<file path="config.mk">
export PLATFORM = sky130hd
export DESIGN_NAME = med_stream_flat
export DESIGN_NICKNAME = d
export VERILOG_FILES = /design/src/rtl/med_stream_if.sv /design/src/rtl/med_stream.sv /design/src/flat_wrapper.sv
export SDC_FILE = /design/constraint.sdc
export NUM_CORES = 1
export LEC_CHECK = 0
export CAP_MARGIN = 20
export CORE_MARGIN = 1
export CORE_UTILIZATION = 60
export DETAILED_ROUTE_END_ITERATION = 7
export PLACE_DENSITY = 0.79
export SLEW_MARGIN = 20
export SYNTH_ARGS = -nofsm -noshare
export SYNTH_HDL_FRONTEND = slang
export SYNTH_SLANG_ARGS = --single-unit
</file>
<file path="constraint.sdc">
create_clock -name CLK -period 5.3 [get_ports CLK]
set_input_delay 1.59 -clock CLK [delete_from_list [all_inputs] [get_ports CLK]]
set_output_delay 1.59 -clock CLK [all_outputs]
set_load 0.01 [all_outputs]
</file>
<file path="src/rtl/med_stream_if.sv">
// Sample-stream bundle between the line-window builder and med_stream.
// Handshake: a sample on DI moves on a rising CLK edge where DSI=1 and RDY=1; DSO is a
// one-cycle pulse marking the cycle on which DO carries a fresh result (no back-pressure).
interface med_stream_if #(
  parameter int WIDTH = 8
);
  logic [WIDTH-1:0] DI;
  logic             DSI;
  logic             RDY;
  logic [WIDTH-1:0] DO;
  logic             DSO;

  modport master (output DI, DSI, input RDY, DO, DSO);
  modport slave  (input DI, DSI, output RDY, DO, DSO);
endinterface

</file>
<file path="src/rtl/med_stream.sv">
// Streaming N-sample median (or rank) filter built around one compare-exchange unit.
// Optional MED_RANK_SEL_EN adds a RANK input selecting any descending rank instead of the median.
module med_stream #(
  parameter int WIDTH = 8,
  parameter int N     = 9
) (
  input  logic                 CLK,
  input  logic                 nRST,
`ifdef MED_RANK_SEL_EN
  input  logic [$clog2(N)-1:0] RANK,
`endif
  med_stream_if.slave          s,
  output logic [1:0]           dbg_state
);
  localparam int CW = $clog2(N + 1);
  localparam int PW = $clog2(N);
  localparam int P  = (N - 1) / 2;
`ifdef MED_RANK_SEL_EN
  localparam int ROUNDS = N;
`else
  localparam int ROUNDS = P + 1;
`endif
  localparam logic [CW-1:0] CNT_LAST = CW'(N - 1);
  localparam logic [CW-1:0] CYC_LAST = CW'(N - 2);
  localparam logic [PW-1:0] RND_LAST = PW'(ROUNDS - 1);
  localparam logic [PW-1:0] NM1      = PW'(N - 1);

  if ((N < 3) || (N % 2 == 0)) begin : g_bad_n
    $error("med_stream: N must be odd and >= 3");
  end

  typedef enum logic [1:0] {IDLE, LOAD, SORT, OUT} state_t;

  state_t           state, state_n;
  logic [WIDTH-1:0] win [N];
  logic [CW-1:0]    cnt;
  logic [CW-1:0]    cyc;
  logic [PW-1:0]    rnd;
  logic             tail;
  logic [WIDTH-1:0] res;
  logic [WIDTH-1:0] do_q;
  logic             dso_q;
  logic [PW-1:0]    target;
  logic [WIDTH-1:0] cx, cy, hi, lo;

`ifndef MED_RANK_SEL_EN
  assign target = PW'(P);
`endif

  // Each round of N-1 cycles carries the running max in win[N-1] while the rest rotate.
  // At the start of a later round the previous max is retired by replacing it with zero,
  // which can never rise above any remaining live element.
  always_comb begin
    cx = ((rnd != '0) && (cyc == '0)) ? '0 : win[N-1];
    cy = win[N-2];
    hi = (cy > cx) ? cy : cx;
    lo = (cy > cx) ? cx : cy;
  end

  always_comb begin
    state_n = state;
    case (state)
      IDLE:    if (s.DSI) state_n = LOAD;
      LOAD:    if (s.DSI && (cnt == CNT_LAST)) state_n = SORT;
      SORT:    if (tail) state_n = OUT;
      OUT:     state_n = IDLE;
      default: state_n = IDLE;
    endcase
  end

  always_ff @(posedge CLK) begin
    if (!nRST) begin
      state <= IDLE;
      cnt   <= '0;
      cyc   <= '0;
      rnd   <= '0;
      tail  <= 1'b0;
      res   <= '0;
      do_q  <= '0;
      dso_q <= 1'b0;
      for (int i = 0; i < N; i++) win[i] <= '0;
`ifdef MED_RANK_SEL_EN
      target <= '0;
`endif
    end else begin
      state <= state_n;
      dso_q <= 1'b0;
      case (state)
        IDLE, LOAD: begin
          if (s.DSI) begin
            for (int i = 1; i < N; i++) win[i] <= win[i-1];
            win[0] <= s.DI;
            cnt    <= (cnt == CNT_LAST) ? '0 : cnt + CW'(1);
`ifdef MED_RANK_SEL_EN
            if (state == IDLE) target <= (RANK > NM1) ? NM1 : RANK;
`endif
          end
        end
        SORT: begin
          if (tail) begin
            tail  <= 1'b0;
            do_q  <= res;
            dso_q <= 1'b1;
          end else begin
            win[N-1] <= hi;
            win[0]   <= lo;
            for (int i = 1; i < N - 1; i++) win[i] <= win[i-1];
            if ((rnd == target) && (cyc == CYC_LAST)) res <= hi;
            if (cyc == CYC_LAST) begin
              cyc <= '0;
              if (rnd == RND_LAST) begin
                rnd  <= '0;
                tail <= 1'b1;
              end else begin
                rnd <= rnd + PW'(1);
              end
            end else begin
              cyc <= cyc + CW'(1);
            end
          end
        end
        default: ;
      endcase
    end
  end

  assign s.RDY     = (state == IDLE) || (state == LOAD);
  assign s.DO      = do_q;
  assign s.DSO     = dso_q;
  assign dbg_state = state;
endmodule

</file>
<file path="src/flat_wrapper.sv">
// flat-port wrapper written by rule: the top's interface ports become plain ports
module med_stream_flat 
#(
  parameter int WIDTH = 8,
  parameter int N     = 9
)
  (CLK, nRST, dbg_state, s_DI, s_DSI, s_RDY, s_DO, s_DSO);
  med_stream_if #(.WIDTH(WIDTH)) s_i ();
  input  logic CLK;
  input  logic nRST;
  output logic [1:0] dbg_state;
  input wire logic [$bits(s_i.DI)-1:0] s_DI;
  input wire logic [$bits(s_i.DSI)-1:0] s_DSI;
  output wire logic [$bits(s_i.RDY)-1:0] s_RDY;
  output wire logic [$bits(s_i.DO)-1:0] s_DO;
  output wire logic [$bits(s_i.DSO)-1:0] s_DSO;
  assign s_i.DI = s_DI;
  assign s_i.DSI = s_DSI;
  assign s_RDY = s_i.RDY;
  assign s_DO = s_i.DO;
  assign s_DSO = s_i.DSO;
  med_stream #(.WIDTH(WIDTH), .N(N)) u_core (.CLK(CLK), .nRST(nRST), .s(s_i), .dbg_state(dbg_state));
endmodule
</file>
==> qor.csv <==
stage,metric,value,unit
logic_synthesis,synth_cells,405,
timing,holdWs,0.459,ns
final_layout,fin_area,5280,sq um
final_layout,area.growth.synth_to_final,9.27,%
die,die_h,91.7,um
timing,setup_slack,1.60,ns
placement,place_area,5110,sq um
placement,dp_hpwl,5530,um
critical_path,cp-start-kind,register,
final_layout,final_util,67.9,%
critical_path,path_cells,inv_1 -> ha_1 -> nand2b_4 -> o211ai_2 -> nand2_1 -> ha_1 -> and4_4 -> nand4_2 -> o31a_1 -> nand3_1 -> a31oi_1,
critical_path,slowest_stage,o31a_1,
die,rows,32,
critical_path,critical_path.most_common_cell,ha_1,
clocking,clock-sinks,104,
timing,rsz0062_at_grt,no,
timing,relSlewSlack,33.9,%
global_routing,grt_overflow_total,0,
die,dieArea,8410,sq um
logic_synthesis,synth_area_per_cell,11.9,sq um
drt,via_per_inst,5.79,
drt,vias,3053,
clocking,cts-root-buf,clkbuf_8,
logic_synthesis,synth_seq_cells,104,
clocking,clk_latency,0.36,ns
clocking,cts_tree,yes,
global_routing,grt_first_pass_wirelength,14200,um
drt,drtAntennaViolNets,0,
final_layout,drive_above_1_share,10.8,%
logic_synthesis,ys_types,53,
global_routing,antenna_found_initial,1,
placement,place_congestion,0.950,
final_layout,nNetsFinal,448,
die,top_level_ports,23,
clocking,post_cts_resized,0,
logic_synthesis,synth_edf_count,72,
timing,setup_violations,0,
timing,hold_viol,0,
logic_synthesis,dominantRegCellSynth,edfxtp_1,
clocking,clk_pin_slew_worst_paths,0.10,ns
timing,fin_crit_sh,69.8,%
critical_path,cp_top_family,compound AO/OA/AOI/OAI gates,
clocking,clock_path_buffers,2,
critical_path,critical_path.max_fanout,18,
power,ir_worst_vdd,0.273,mV
logic_synthesis,ys_warn_count,0,
hold_path,min_path_type,register to register,
timing,period_needed,3.70,ns
placement,dp_slack,1.49,ns
clocking,ctsHtreeMaxLevel,3,
critical_path,crit_buf_inv,1,
timing,fin_worst_skew,0.00824,ns
clocking,cts_made_buffers,9,
drt,drt_first_pass_iters,4,
critical_path,critical_path_class,register to register,
drt,wirelength,8460,um
logic_synthesis,seq_area_frac_synth,58.0,%
critical_path,cp-end-kind,register,
final_layout,num-fill-cells,584,
global_routing,grt_max_degree,73,
timing,maxSlewViolCount,0,
drt,remaining_drc_errors,0,
global_routing,grt_use_total,22.0,%
global_routing,first_global_vias,2926,
logic_synthesis,syn-cell-area,4830,sq um
die,die_x,91.7,um
run,cap_violations,0,
final_layout,final_cell_count_no_fill,527,
clocking,cts_setup_buffers,0,
placement,io_buffers,22,
critical_path,cpPeakStageDelay,0.74,ns
placement,dp.cells,511,
timing,worst_pin_slew,0.992,ns
timing,max_freq,0.270,GHz
logic_synthesis,synth_fp_nets,433,
timing,tns,0,ns
logic_synthesis,async_flop_share,0,%
drt,drtIter0Drc,210,
die,start_util,62.2,%
clocking,cts_hold_buf,0,
power,power,2.57,mW
outcome,outcome,"complete, no violations",
drt,wire_per_inst,16.1,um
power,power_density,487,nW/um^2
critical_path,critPathArrivalTime,3.81,ns
die,core,7770,sq um
critical_path,crit_required,5.41,ns
power,leakage,1.91,nW
-- sequential cells by signal (all words and copies together) (netlist names) --
register	count
u_core.win	72
u_core.res	8
u_core.s.DO	8
u_core.cnt	4
u_core.cyc	4
u_core.rnd	4
u_core.dbg_state	2
u_core.s.DSO	1
u_core.tail	1
-- layout make-up --
cell class	count	area (sq um)	area share, %
flip-flops and latches	104	2800	53.1
repair buffers	25	243	4.60
multi-input cells	268	1890	35.8
clock inverters	5	40.0	0.759
inverters	12	45.0	0.853
well taps	102	128	2.42
diodes	1	2.50	0.0474
clock buffers	10	128	2.42
-- worst paths after layout --
check / from / to / slack [ns] / cells after the start
worst max register to register: u_core.rnd[0] / u_core.win[0][0] / 1.60 / 11
worst min register to register: u_core.s.DO[0] / u_core.s.DO[0] / 0.46 / 2
worst max-delay path: u_core.rnd[0] / u_core.win[0][0] / 1.60 / 11
worst min-delay path: u_core.s.DO[0] / u_core.s.DO[0] / 0.46 / 2
-- cells in the final DEF (no fill, tap or decap), drive strengths merged, types with 3 or more instances in the layout --
master          n
edfxtp         72
o311ai          7
nand2b          3
clkbuf         10
nand4          10
nor2           16
dfxtp          32
a21oi          18
or3             5
nand2          42
o21ai          19
buf             3
and2           60
clkinvlp        3
a31oi           4
mux2i          12
and4            6
nor2b           3
inv            14
a2111oi         4
ha             17
xor2            3
clkdlybuf4s50  22
nor3            6
nand3          18
-- power by group --
part | total [mW] | internal (mW) | switching (mW) | leakage (nW)
Combinational | 0.881 | 0.280 | 0.601 | 0.784
Clock | 0.432 | 0.172 | 0.261 | 0.0754
Sequential | 1.25 | 1.16 | 0.0967 | 1.05
Total | 2.57 | 1.61 | 0.958 | 1.91
-- Yosys cell counts, types with 2 or more instances --
cell | count | area [sq um]
inv_1 | 11 | 41.3
and4_1 | 4 | 35.0
a21oi_1 | 16 | 80.1
buf_4 | 3 | 22.5
clkbuf_1 | 9 | 33.8
o21ai_1 | 3 | 15.0
edfxtp_1 | 72 | 2160
or3_1 | 5 | 31.3
o21ai_0 | 16 | 80.1
xnor2_1 | 2 | 17.5
ha_1 | 17 | 213
nand4_1 | 9 | 56.3
and2_1 | 59 | 369
a2111oi_4 | 2 | 55.1
nand3_1 | 17 | 85.1
buf_2 | 6 | 30.0
nand2b_1 | 2 | 12.5
mux2i_1 | 12 | 120
nand2_1 | 41 | 154
nor3_1 | 4 | 20.0
buf_6 | 2 | 22.5
nor2b_1 | 3 | 18.8
and4_4 | 2 | 22.5
o311ai_2 | 7 | 114
dfxtp_1 | 32 | 641
nor3_2 | 2 | 20.0
a31oi_1 | 4 | 25.0
nor2_1 | 14 | 52.6
nor2_2 | 2 | 12.5
a2111oi_2 | 2 | 30.0
xor2_1 | 3 | 26.3
-- cells by family (layout without fill, tap and decap cells) --
group           count (synthesis)  after routing  share of synthesized area (%)
buf+inv                        33             52                           3.26
fa+ha+maj                      17             17                           4.40
flops                         104            104                           58.0
simple gates                  174            174                           20.3
xor+xnor                        5              5                          0.907
other cells                     0              1                              0
mux                            12             12                           2.49
compound gates                 60             60                           10.6
-- routing by layer --
metal / GRT usage, % / part of all wire (%) / up-vias / wire, um
met5: 0 / 0 / - / 0
met4: 8.07 / 2.1 / 0 / 179
met3: 5.97 / 5.4 / 23 / 461
met2: 32.8 / 45 / 85 / 3800
met1: 31.0 / 48 / 1460 / 4020
li1: - / - / 1485 / -
-- worst min-delay path, stage by stage, from the launching register on --
cell and delay, ns:
dfxtp_1 0.32, nand2_1 0.05, a21oi_1 0.05
No activity file was read; power rests on OpenSTA's default activity.
